$ cat config.mk
export PLATFORM = sky130hd
export DESIGN_NAME = iod_dly_train_ctrl_flat
export DESIGN_NICKNAME = d
export VERILOG_FILES = /design/src/rtl/iod_dly_train_pkg.sv /design/src/rtl/iod_dly_train_ctrl_if.sv /design/src/rtl/iod_eye_window_sampler.sv /design/src/rtl/iod_dly_train_ctrl.sv /design/src/flat_wrapper.sv
export SDC_FILE = /design/constraint.sdc
export NUM_CORES = 1
export LEC_CHECK = 0
export ABC_AREA = 1
export CAP_MARGIN = 20
export CORE_MARGIN = 4
export CORE_UTILIZATION = 60
export CTS_BUF_LIST = sky130_fd_sc_hd__clkbuf_8 sky130_fd_sc_hd__clkbuf_16
export DETAILED_ROUTE_END_ITERATION = 8
export GPL_ROUTABILITY_DRIVEN = 1
export PLACE_DENSITY_LB_ADDON = 0.1
export SLEW_MARGIN = 15
export SYNTH_ARGS = -nofsm -noshare
export SYNTH_HDL_FRONTEND = slang
export SYNTH_HIERARCHICAL = 1
export SYNTH_SLANG_ARGS = --single-unit
$ cat constraint.sdc
create_clock -name fab_clk -period 10.46 [get_ports fab_clk]
set_input_delay 3.138 -clock fab_clk [delete_from_list [all_inputs] [get_ports fab_clk]]
set_output_delay 3.138 -clock fab_clk [all_outputs]
set_load 0.01 [all_outputs]
$ cat src/rtl/iod_dly_train_pkg.sv
// Shared types and constants for the IOD delay-line training sequencer.
package iod_dly_train_pkg;

    localparam int unsigned TAP_W = 8;

    localparam logic DIR_INC = 1'b1;
    localparam logic DIR_DEC = 1'b0;

    typedef enum logic [3:0] {
        StIdle,
        StLoad,
        StSettle,
        StClear,
        StSample,
        StEval,
        StStep,
        StReturn,
        StRestore,
        StDone
    } train_state_e;

endpackage

$ cat src/rtl/iod_dly_train_ctrl_if.sv
// Training handshake plus IOD delay-line / eye-monitor pins of one lane.
interface iod_dly_train_ctrl_if;
    import iod_dly_train_pkg::*;

    logic             train_req;
    logic             train_busy;
    logic             train_done;
    logic             train_fail;
    logic [TAP_W-1:0] tap_center;
    logic [TAP_W-1:0] tap_current;
    logic             delay_line_load;
    logic             delay_line_move;
    logic             delay_line_direction;
    logic             eye_monitor_clear_flags;
    logic             eye_monitor_early;
    logic             eye_monitor_late;
    logic             delay_line_out_of_range;

    // Controller side.
    modport slave (
        input  train_req,
        input  eye_monitor_early,
        input  eye_monitor_late,
        input  delay_line_out_of_range,
        output train_busy,
        output train_done,
        output train_fail,
        output tap_center,
        output tap_current,
        output delay_line_load,
        output delay_line_move,
        output delay_line_direction,
        output eye_monitor_clear_flags
    );

    // PHY training FSM plus IOD side.
    modport master (
        output train_req,
        output eye_monitor_early,
        output eye_monitor_late,
        output delay_line_out_of_range,
        input  train_busy,
        input  train_done,
        input  train_fail,
        input  tap_center,
        input  tap_current,
        input  delay_line_load,
        input  delay_line_move,
        input  delay_line_direction,
        input  eye_monitor_clear_flags
    );

endinterface

$ cat src/rtl/iod_eye_window_sampler.sv
// Observes the eye-monitor flags for SAMPLE_CYC cycles after a start pulse and
// keeps a sticky OR of early/late/out-of-range over that window.
module iod_eye_window_sampler #(
    parameter int unsigned SAMPLE_CYC = 16
) (
    input  logic clk_i,
    input  logic rst_i,
    input  logic clear_i,
    input  logic start_i,
    input  logic early_i,
    input  logic late_i,
    input  logic oor_i,
    output logic pass_o,
    output logic oor_o,
    output logic done_o
);

    localparam int unsigned CNT_W = $clog2(SAMPLE_CYC + 1);

    logic [CNT_W-1:0] cnt_q;
    logic             active_q;
    logic             early_q;
    logic             late_q;
    logic             oor_q;

    // Window counter and sticky flags; start restarts the window with clean flags.
    always_ff @(posedge clk_i) begin
        if (rst_i || clear_i) begin
            cnt_q    <= '0;
            active_q <= 1'b0;
            early_q  <= 1'b0;
            late_q   <= 1'b0;
            oor_q    <= 1'b0;
        end else if (start_i) begin
            cnt_q    <= CNT_W'(SAMPLE_CYC);
            active_q <= 1'b1;
            early_q  <= 1'b0;
            late_q   <= 1'b0;
            oor_q    <= 1'b0;
        end else if (active_q) begin
            early_q <= early_q | early_i;
            late_q  <= late_q | late_i;
            oor_q   <= oor_q | oor_i;
            cnt_q   <= cnt_q - CNT_W'(1);
            if (cnt_q == CNT_W'(1)) begin
                active_q <= 1'b0;
            end
        end
    end

    // done_o marks the last observation cycle; flags are final one cycle later.
    assign done_o = active_q && (cnt_q == CNT_W'(1));
    assign pass_o = !early_q && !late_q && !oor_q;
    assign oor_o  = oor_q;

endmodule

$ cat src/rtl/iod_dly_train_ctrl.sv
// Per-lane delay-line training sequencer: sweeps the delay line upward, finds
// the first contiguous passing window and walks the line back to its centre.
module iod_dly_train_ctrl
    import iod_dly_train_pkg::*;
#(
    parameter int unsigned MAX_TAPS   = 128,
    parameter int unsigned SETTLE_CYC = 4,
    parameter int unsigned SAMPLE_CYC = 16,
    parameter int unsigned MIN_EYE    = 4
) (
    input logic                 fab_clk,
    input logic                 sync_rst,
    iod_dly_train_ctrl_if.slave bus
);

    localparam int unsigned SET_W = $clog2(SETTLE_CYC + 1);
    localparam logic [SET_W-1:0] SETTLE_LAST = SET_W'(SETTLE_CYC - 1);
    localparam logic [TAP_W-1:0] LAST_TAP = TAP_W'(MAX_TAPS - 1);
    localparam logic [TAP_W:0] MIN_EYE_W = (TAP_W + 1)'(MIN_EYE);

    train_state_e     state_q;
    train_state_e     settle_next_q;
    logic [SET_W-1:0] settle_cnt_q;
    logic [TAP_W-1:0] tap_q;
    logic [TAP_W-1:0] start_q;
    logic [TAP_W-1:0] center_q;
    logic             found_q;
    logic             busy_q;
    logic             done_q;
    logic             fail_q;
    logic [TAP_W-1:0] tap_center_q;
    logic             load_q;
    logic             move_q;
    logic             dir_q;
    logic             clr_q;
    logic             smp_clear_q;
    logic             smp_start_q;

    logic smp_pass;
    logic smp_oor;
    logic smp_done;

    iod_eye_window_sampler #(
        .SAMPLE_CYC(SAMPLE_CYC)
    ) u_sampler (
        .clk_i  (fab_clk),
        .rst_i  (sync_rst),
        .clear_i(smp_clear_q),
        .start_i(smp_start_q),
        .early_i(bus.eye_monitor_early),
        .late_i (bus.eye_monitor_late),
        .oor_i  (bus.delay_line_out_of_range),
        .pass_o (smp_pass),
        .oor_o  (smp_oor),
        .done_o (smp_done)
    );

    logic             eval_found;
    logic             eval_ret;
    logic             eval_restore;
    logic             eval_narrow;
    logic [TAP_W-1:0] eval_start;
    logic [TAP_W-1:0] eval_end;
    logic [TAP_W-1:0] eval_center;
    logic [TAP_W:0]   eval_width;

    // Per-tap verdict: window bookkeeping and where the sweep goes next.
    always_comb begin
        eval_found   = found_q | smp_pass;
        eval_start   = (found_q || !smp_pass) ? start_q : tap_q;
        eval_end     = tap_q;
        eval_ret     = 1'b0;
        eval_restore = 1'b0;
        if (!smp_pass && found_q) begin
            eval_end = tap_q - TAP_W'(1);
            eval_ret = 1'b1;
        end else if (smp_oor || (tap_q == LAST_TAP)) begin
            if (eval_found) begin
                eval_end = smp_pass ? tap_q : tap_q - TAP_W'(1);
                eval_ret = 1'b1;
            end else begin
                eval_restore = 1'b1;
            end
        end
        // Width kept one bit wider so a full 256-tap window does not wrap to 0.
        eval_width  = {1'b0, eval_end - eval_start} + (TAP_W + 1)'(1);
        eval_narrow = eval_width < MIN_EYE_W;
        eval_center = eval_start + ((eval_end - eval_start) >> 1);
    end

    // Training FSM with all IOD pulses and status outputs registered.
    always_ff @(posedge fab_clk) begin
        if (sync_rst) begin
            state_q       <= StIdle;
            settle_next_q <= StIdle;
            settle_cnt_q  <= '0;
            tap_q         <= '0;
            start_q       <= '0;
            center_q      <= '0;
            found_q       <= 1'b0;
            busy_q        <= 1'b0;
            done_q        <= 1'b0;
            fail_q        <= 1'b0;
            tap_center_q  <= '0;
            load_q        <= 1'b0;
            move_q        <= 1'b0;
            dir_q         <= 1'b0;
            clr_q         <= 1'b0;
            smp_clear_q   <= 1'b0;
            smp_start_q   <= 1'b0;
        end else begin
            load_q      <= 1'b0;
            move_q      <= 1'b0;
            clr_q       <= 1'b0;
            done_q      <= 1'b0;
            smp_clear_q <= 1'b0;
            smp_start_q <= 1'b0;
            unique case (state_q)
                StIdle: begin
                    if (bus.train_req) begin
                        state_q     <= StLoad;
                        busy_q      <= 1'b1;
                        fail_q      <= 1'b0;
                        load_q      <= 1'b1;
                        smp_clear_q <= 1'b1;
                        tap_q       <= '0;
                        start_q     <= '0;
                        found_q     <= 1'b0;
                    end
                end
                StLoad, StStep: begin
                    state_q       <= StSettle;
                    settle_next_q <= StClear;
                    settle_cnt_q  <= SETTLE_LAST;
                end
                StSettle: begin
                    if (settle_next_q == StReturn && bus.delay_line_out_of_range) begin
                        state_q      <= StRestore;
                        load_q       <= 1'b1;
                        tap_q        <= '0;
                        tap_center_q <= '0;
                        fail_q       <= 1'b1;
                    end else if (settle_cnt_q != '0) begin
                        settle_cnt_q <= settle_cnt_q - SET_W'(1);
                    end else begin
                        case (settle_next_q)
                            StClear: begin
                                state_q     <= StClear;
                                clr_q       <= 1'b1;
                                smp_start_q <= 1'b1;
                            end
                            StReturn: begin
                                if (tap_q == center_q) begin
                                    state_q      <= StDone;
                                    done_q       <= 1'b1;
                                    tap_center_q <= center_q;
                                    fail_q       <= 1'b0;
                                end else begin
                                    state_q <= StReturn;
                                    move_q  <= 1'b1;
                                    dir_q   <= DIR_DEC;
                                    tap_q   <= tap_q - TAP_W'(1);
                                end
                            end
                            default: begin
                                // Only the restore path settles into DONE.
                                state_q <= StDone;
                                done_q  <= 1'b1;
                            end
                        endcase
                    end
                end
                StClear: begin
                    state_q <= StSample;
                end
                StSample: begin
                    if (smp_done) begin
                        state_q <= StEval;
                    end
                end
                StEval: begin
                    start_q <= eval_start;
                    found_q <= eval_found;
                    if (eval_ret && !eval_narrow) begin
                        center_q <= eval_center;
                        if (tap_q == eval_center) begin
                            state_q      <= StDone;
                            done_q       <= 1'b1;
                            tap_center_q <= eval_center;
                            fail_q       <= 1'b0;
                        end else begin
                            state_q <= StReturn;
                            move_q  <= 1'b1;
                            dir_q   <= DIR_DEC;
                            tap_q   <= tap_q - TAP_W'(1);
                        end
                    end else if (eval_ret || eval_restore) begin
                        state_q      <= StRestore;
                        load_q       <= 1'b1;
                        tap_q        <= '0;
                        tap_center_q <= '0;
                        fail_q       <= 1'b1;
                    end else begin
                        state_q <= StStep;
                        move_q  <= 1'b1;
                        dir_q   <= DIR_INC;
                        tap_q   <= tap_q + TAP_W'(1);
                    end
                end
                StReturn: begin
                    if (bus.delay_line_out_of_range) begin
                        state_q      <= StRestore;
                        load_q       <= 1'b1;
                        tap_q        <= '0;
                        tap_center_q <= '0;
                        fail_q       <= 1'b1;
                    end else begin
                        state_q       <= StSettle;
                        settle_next_q <= StReturn;
                        settle_cnt_q  <= SETTLE_LAST;
                    end
                end
                StRestore: begin
                    state_q       <= StSettle;
                    settle_next_q <= StDone;
                    settle_cnt_q  <= SETTLE_LAST;
                end
                StDone: begin
                    state_q <= StIdle;
                    busy_q  <= 1'b0;
                end
                default: begin
                    state_q <= StIdle;
                end
            endcase
        end
    end

    assign bus.train_busy              = busy_q;
    assign bus.train_done              = done_q;
    assign bus.train_fail              = fail_q;
    assign bus.tap_center              = tap_center_q;
    assign bus.tap_current             = tap_q;
    assign bus.delay_line_load         = load_q;
    assign bus.delay_line_move         = move_q;
    assign bus.delay_line_direction    = dir_q;
    assign bus.eye_monitor_clear_flags = clr_q;

endmodule
$ cat src/flat_wrapper.sv
// flat-port wrapper written by rule: the top's interface ports become plain ports
module iod_dly_train_ctrl_flat import iod_dly_train_pkg::*;
#(
    parameter int unsigned MAX_TAPS   = 128,
    parameter int unsigned SETTLE_CYC = 4,
    parameter int unsigned SAMPLE_CYC = 16,
    parameter int unsigned MIN_EYE    = 4
)
  (fab_clk, sync_rst, bus_train_req, bus_eye_monitor_early, bus_eye_monitor_late, bus_delay_line_out_of_range, bus_train_busy, bus_train_done, bus_train_fail, bus_tap_center, bus_tap_current, bus_delay_line_load, bus_delay_line_move, bus_delay_line_direction, bus_eye_monitor_clear_flags);
  iod_dly_train_ctrl_if bus_i ();
  input logic fab_clk;
  input logic sync_rst;
  input wire logic [$bits(bus_i.train_req)-1:0] bus_train_req;
  input wire logic [$bits(bus_i.eye_monitor_early)-1:0] bus_eye_monitor_early;
  input wire logic [$bits(bus_i.eye_monitor_late)-1:0] bus_eye_monitor_late;
  input wire logic [$bits(bus_i.delay_line_out_of_range)-1:0] bus_delay_line_out_of_range;
  output wire logic [$bits(bus_i.train_busy)-1:0] bus_train_busy;
  output wire logic [$bits(bus_i.train_done)-1:0] bus_train_done;
  output wire logic [$bits(bus_i.train_fail)-1:0] bus_train_fail;
  output wire logic [$bits(bus_i.tap_center)-1:0] bus_tap_center;
  output wire logic [$bits(bus_i.tap_current)-1:0] bus_tap_current;
  output wire logic [$bits(bus_i.delay_line_load)-1:0] bus_delay_line_load;
  output wire logic [$bits(bus_i.delay_line_move)-1:0] bus_delay_line_move;
  output wire logic [$bits(bus_i.delay_line_direction)-1:0] bus_delay_line_direction;
  output wire logic [$bits(bus_i.eye_monitor_clear_flags)-1:0] bus_eye_monitor_clear_flags;
  assign bus_i.train_req = bus_train_req;
  assign bus_i.eye_monitor_early = bus_eye_monitor_early;
  assign bus_i.eye_monitor_late = bus_eye_monitor_late;
  assign bus_i.delay_line_out_of_range = bus_delay_line_out_of_range;
  assign bus_train_busy = bus_i.train_busy;
  assign bus_train_done = bus_i.train_done;
  assign bus_train_fail = bus_i.train_fail;
  assign bus_tap_center = bus_i.tap_center;
  assign bus_tap_current = bus_i.tap_current;
  assign bus_delay_line_load = bus_i.delay_line_load;
  assign bus_delay_line_move = bus_i.delay_line_move;
  assign bus_delay_line_direction = bus_i.delay_line_direction;
  assign bus_eye_monitor_clear_flags = bus_i.eye_monitor_clear_flags;
  iod_dly_train_ctrl #(.MAX_TAPS(MAX_TAPS), .SETTLE_CYC(SETTLE_CYC), .SAMPLE_CYC(SAMPLE_CYC), .MIN_EYE(MIN_EYE)) u_core (.fab_clk(fab_clk), .sync_rst(sync_rst), .bus(bus_i));
endmodule
==> results.yml <==
sta:
  finClkSkew_ns: 0.00848
  slew_headroom_pct: 49.7
  fin_tns_setup_ns: 0
  fin_crit_sh_pct: 47.6
  slew_violations: 0
  hold_slack_ns: 0.466
  layout_min_cycle_time_ns: 4.98
  final_hold_viol_count: 0
  worst_pin_slew_ns: 0.753
  layout_setup_ws_ns: 5.48
  setup_viol: 0
  clock.fmax_mhz: 201
  rsz0062_at_grt: "no"
drt:
  wl_met3_um: 1100
  initialDrtViolationCount: 433
  met1_length_um: 5340
  routed_via_density: 5.45
  top_layer: "met4"
  drt-wirelength-per-cell_um: 14.2
  drt_first_pass_iters: 5
  wl_um: 11900
  ant_nets: 0
  vias: 4580
  met2WireLength_um: 5310
  drc: 0
finish:
  finalNetCount: 765
  syn_to_final_growth_pct: 11.6
  layout-drive-gt1-share_pct: 8.64
  diodes: 0
  post-route-util_pct: 68.8
clocking:
  postCtsSetupBuffers: 0
  cts-root-buf: "clkbuf_8"
  clock_latency_ns: 0.34
  cts_max_level: 3
  cts_tree: "yes"
  hold_buffers: 0
  clock-sinks: 61
  cts.clk_slew.worst_paths_ns: 0.07
  cts_made_buffers: 9
  cts.repair.resized: 0
  clockBufferDepth: 2
run_status:
  status: "finished, final reports clean"
critical_path:
  end_kind: "flop"
  timing.rr.start: "u_core/u_sampler/oor_o"
  worst_ep_required_time_ns: 10.72
  crit_path_start: "u_core/u_sampler/oor_o"
  worst-setup-path-type: "reg -> reg"
  worstPathArrival_ns: 5.24
  regToRegEndpoint: "u_core/bus.tap_current[5]"
  endpoint: "u_core/bus.tap_current[5]"
  crit_path_start_kind: "flop"
  r2r_setup_slack_ns: 5.48
  critPathMaxFanout: 16
  reg2reg_depth: 26
pwr:
  p_leak_nw: 2.35
  swShare_pct: 49.8
  ir_drop_mv: 0.153
  seqPwrFrac_pct: 22.7
  combPwrFrac_pct: 61.4
  power.switching_mw: 0.662
  intPower_mw: 0.666
  pwr-share-clk_pct: 15.9
  p_total_mw: 1.33
  power.density_mw_per_mm2: 266
global_route:
  grt_pass1_vias: 4255
  grt_pass1_wl_um: 19700
  grt_max_degree: 38
  antenna_found_initial: 0
  globalRouteTotalUtil_pct: 28.0
  grt_overflow_total: 0
synthesis:
  synth_most_common_cell: "nand2_1"
  synth_top_area_share_pct: 27.3
  synthTopCellsByCount: "nand2_1, inv_1, nor2_1"
  netlist_area_mm2: 0.00448
  synth-seq-cells: 61
  ys_types: 49
  syn_inst: 710
  synth_flop_cell: "dfxtp_1"
  async_flop_share_pct: 0
  synthesis.nets: 739
  synth_area_leaders: "dfxtp_1, nand2_1, inv_1"
  ys_seq_area_share_pct: 27.3
  synth-edff-count: 0
  avgSynthCellArea_um2: 6.30
  ys_warn_count: 6
  yosys.area.top_type: "dfxtp_1"
floorplan:
  fp.coreArea_mm2: 0.00725
  dieArea_mm2: 0.00890
  die_w_um: 94.4
  num_rows: 31
  initial_core_util_pct: 61.7
  die_h_um: 94.4
  io_pins: 29
placement:
  io_buffer_count: 28
  dp_slack_ns: 5.43
  dpl.hpwl_um: 8960
  gp_congestion: 0.872
job:
  drv_cap: 0
worst_hold_path:
  min_path_type: "reg -> reg"
metal layers:
layer	global-route usage, %	up-vias
li1	-	2296
met1	38.5	2056
met2	44.0	207
met3	5.10	21
met4	10.1	0
met5	0	-
layout by cell type, fill, tap and decap left out, types with 2 or more instances in the layout:
cell type and instances:
dfxtp_1 61, clkbuf_8 9, nand2_2 6, o211ai_1 2, nand2_1 205, nand3_2 6, nand3_1 37, fa_1 2
ha_1 21, a21oi_1 46, inv_4 2, nor2_1 78, nand4_1 15, a31oi_1 3, nor2_2 8, nand3b_4 2
o21ai_0 22, o31ai_1 8, a211oi_1 2, xor2_1 13, clkinv_4 2, nand2_4 2, clkinv_2 3, clkdlybuf4s50_1 28
inv_2 10, xnor2_1 2, inv_1 112, nor2_4 2, nor3_1 6, o21ai_2 4, nand3b_1 2
flip-flops by register name, summed over array words and instances, names as in the netlist, 3 cells and up:
signal                  count
u_core/center_q             8
u_core/start_q              8
u_core/bus.tap_center       8
u_core/settle_cnt_q         3
u_core/bus.tap_current      8
u_core/settle_next_q        4
u_core/state_q              4
u_core/u_sampler/cnt_q      5
logic make-up after synthesis:
family	share of synthesized area, %
flip-flops	27.3
AO/OA/AOI/OAI	11.9
XOR/XNOR	2.94
adder cells (fa/ha/maj)	6.77
buffers and inverters	12.7
AND/OR/NAND/NOR	38.3
per-stage QoR:
step | area [um2] | std cells
5_1_grt | 4990 | 840
2_1_floorplan | 4480 | 710
3_3_place_gp | 4800 | 824
6_report | 4990 | 840
4_1_cts | 4990 | 840
3_5_place_dp | 4800 | 824
power by group through the flow:
stage                     Combinational (mW)  Clock [mW]  Sequential [mW]
after global placement                 0.781           0            0.306
final                                  0.816       0.211            0.302
after floorplan                        0.617           0            0.300
after global routing                   0.916       0.226            0.306
after CTS                              0.803       0.216            0.302
after detailed placement               0.792           0            0.307
worst max-delay path, cell delays in order, from the launching register on:
cell and delay (ns):
dfxtp_1 0.34, nor3_1 0.47, nand2_2 0.31, o21ai_0 0.53
inv_1 0.20, fa_1 0.46, inv_1 0.10, nand3_1 0.07
nand2_1 0.09, nand2_1 0.05, nand2_1 0.12, inv_1 0.06
ha_1 0.37, nand2_1 0.10, inv_1 0.08, nand3_1 0.10
nand3_1 0.08, nand2_1 0.07, nand2_1 0.08, nand2_1 0.05
nand2_1 0.09, nand3_1 0.09, nor2_1 0.21, nand4_1 0.27
nand3b_4 0.22, nand2_1 0.08, a21oi_1 0.19
final cells by class:
| cell class | count | area, um2 |
|---|---|---|
| clock buffer | 9 | 124 |
| clock inverter | 7 | 73.8 |
| fill | 662 | 2260 |
| inverter | 126 | 479 |
| multi-input combinational | 509 | 2680 |
| sequential | 61 | 1220 |
| tap | 99 | 124 |
| timing repair buffer | 29 | 288 |
how the worst min path moves through the flow:
stage | startpoint | to | slack [ns] | cells past startpoint
finish | u_core/start_q[4] | u_core/start_q[4] | 0.47 | 2
global route | u_core/start_q[6] | u_core/start_q[6] | 0.49 | 2
CTS | u_core/bus.train_busy | u_core/bus.train_busy | 0.47 | 2
detailed placement | u_core/bus.train_busy | u_core/bus.train_busy | 0.45 | 2
global placement | u_core/start_q[3] | u_core/start_q[3] | 0.45 | 2
floorplan | u_core/u_sampler/late_q | u_core/u_sampler/late_q | 0.44 | 2
No activity file was read; power rests on OpenSTA's default activity.
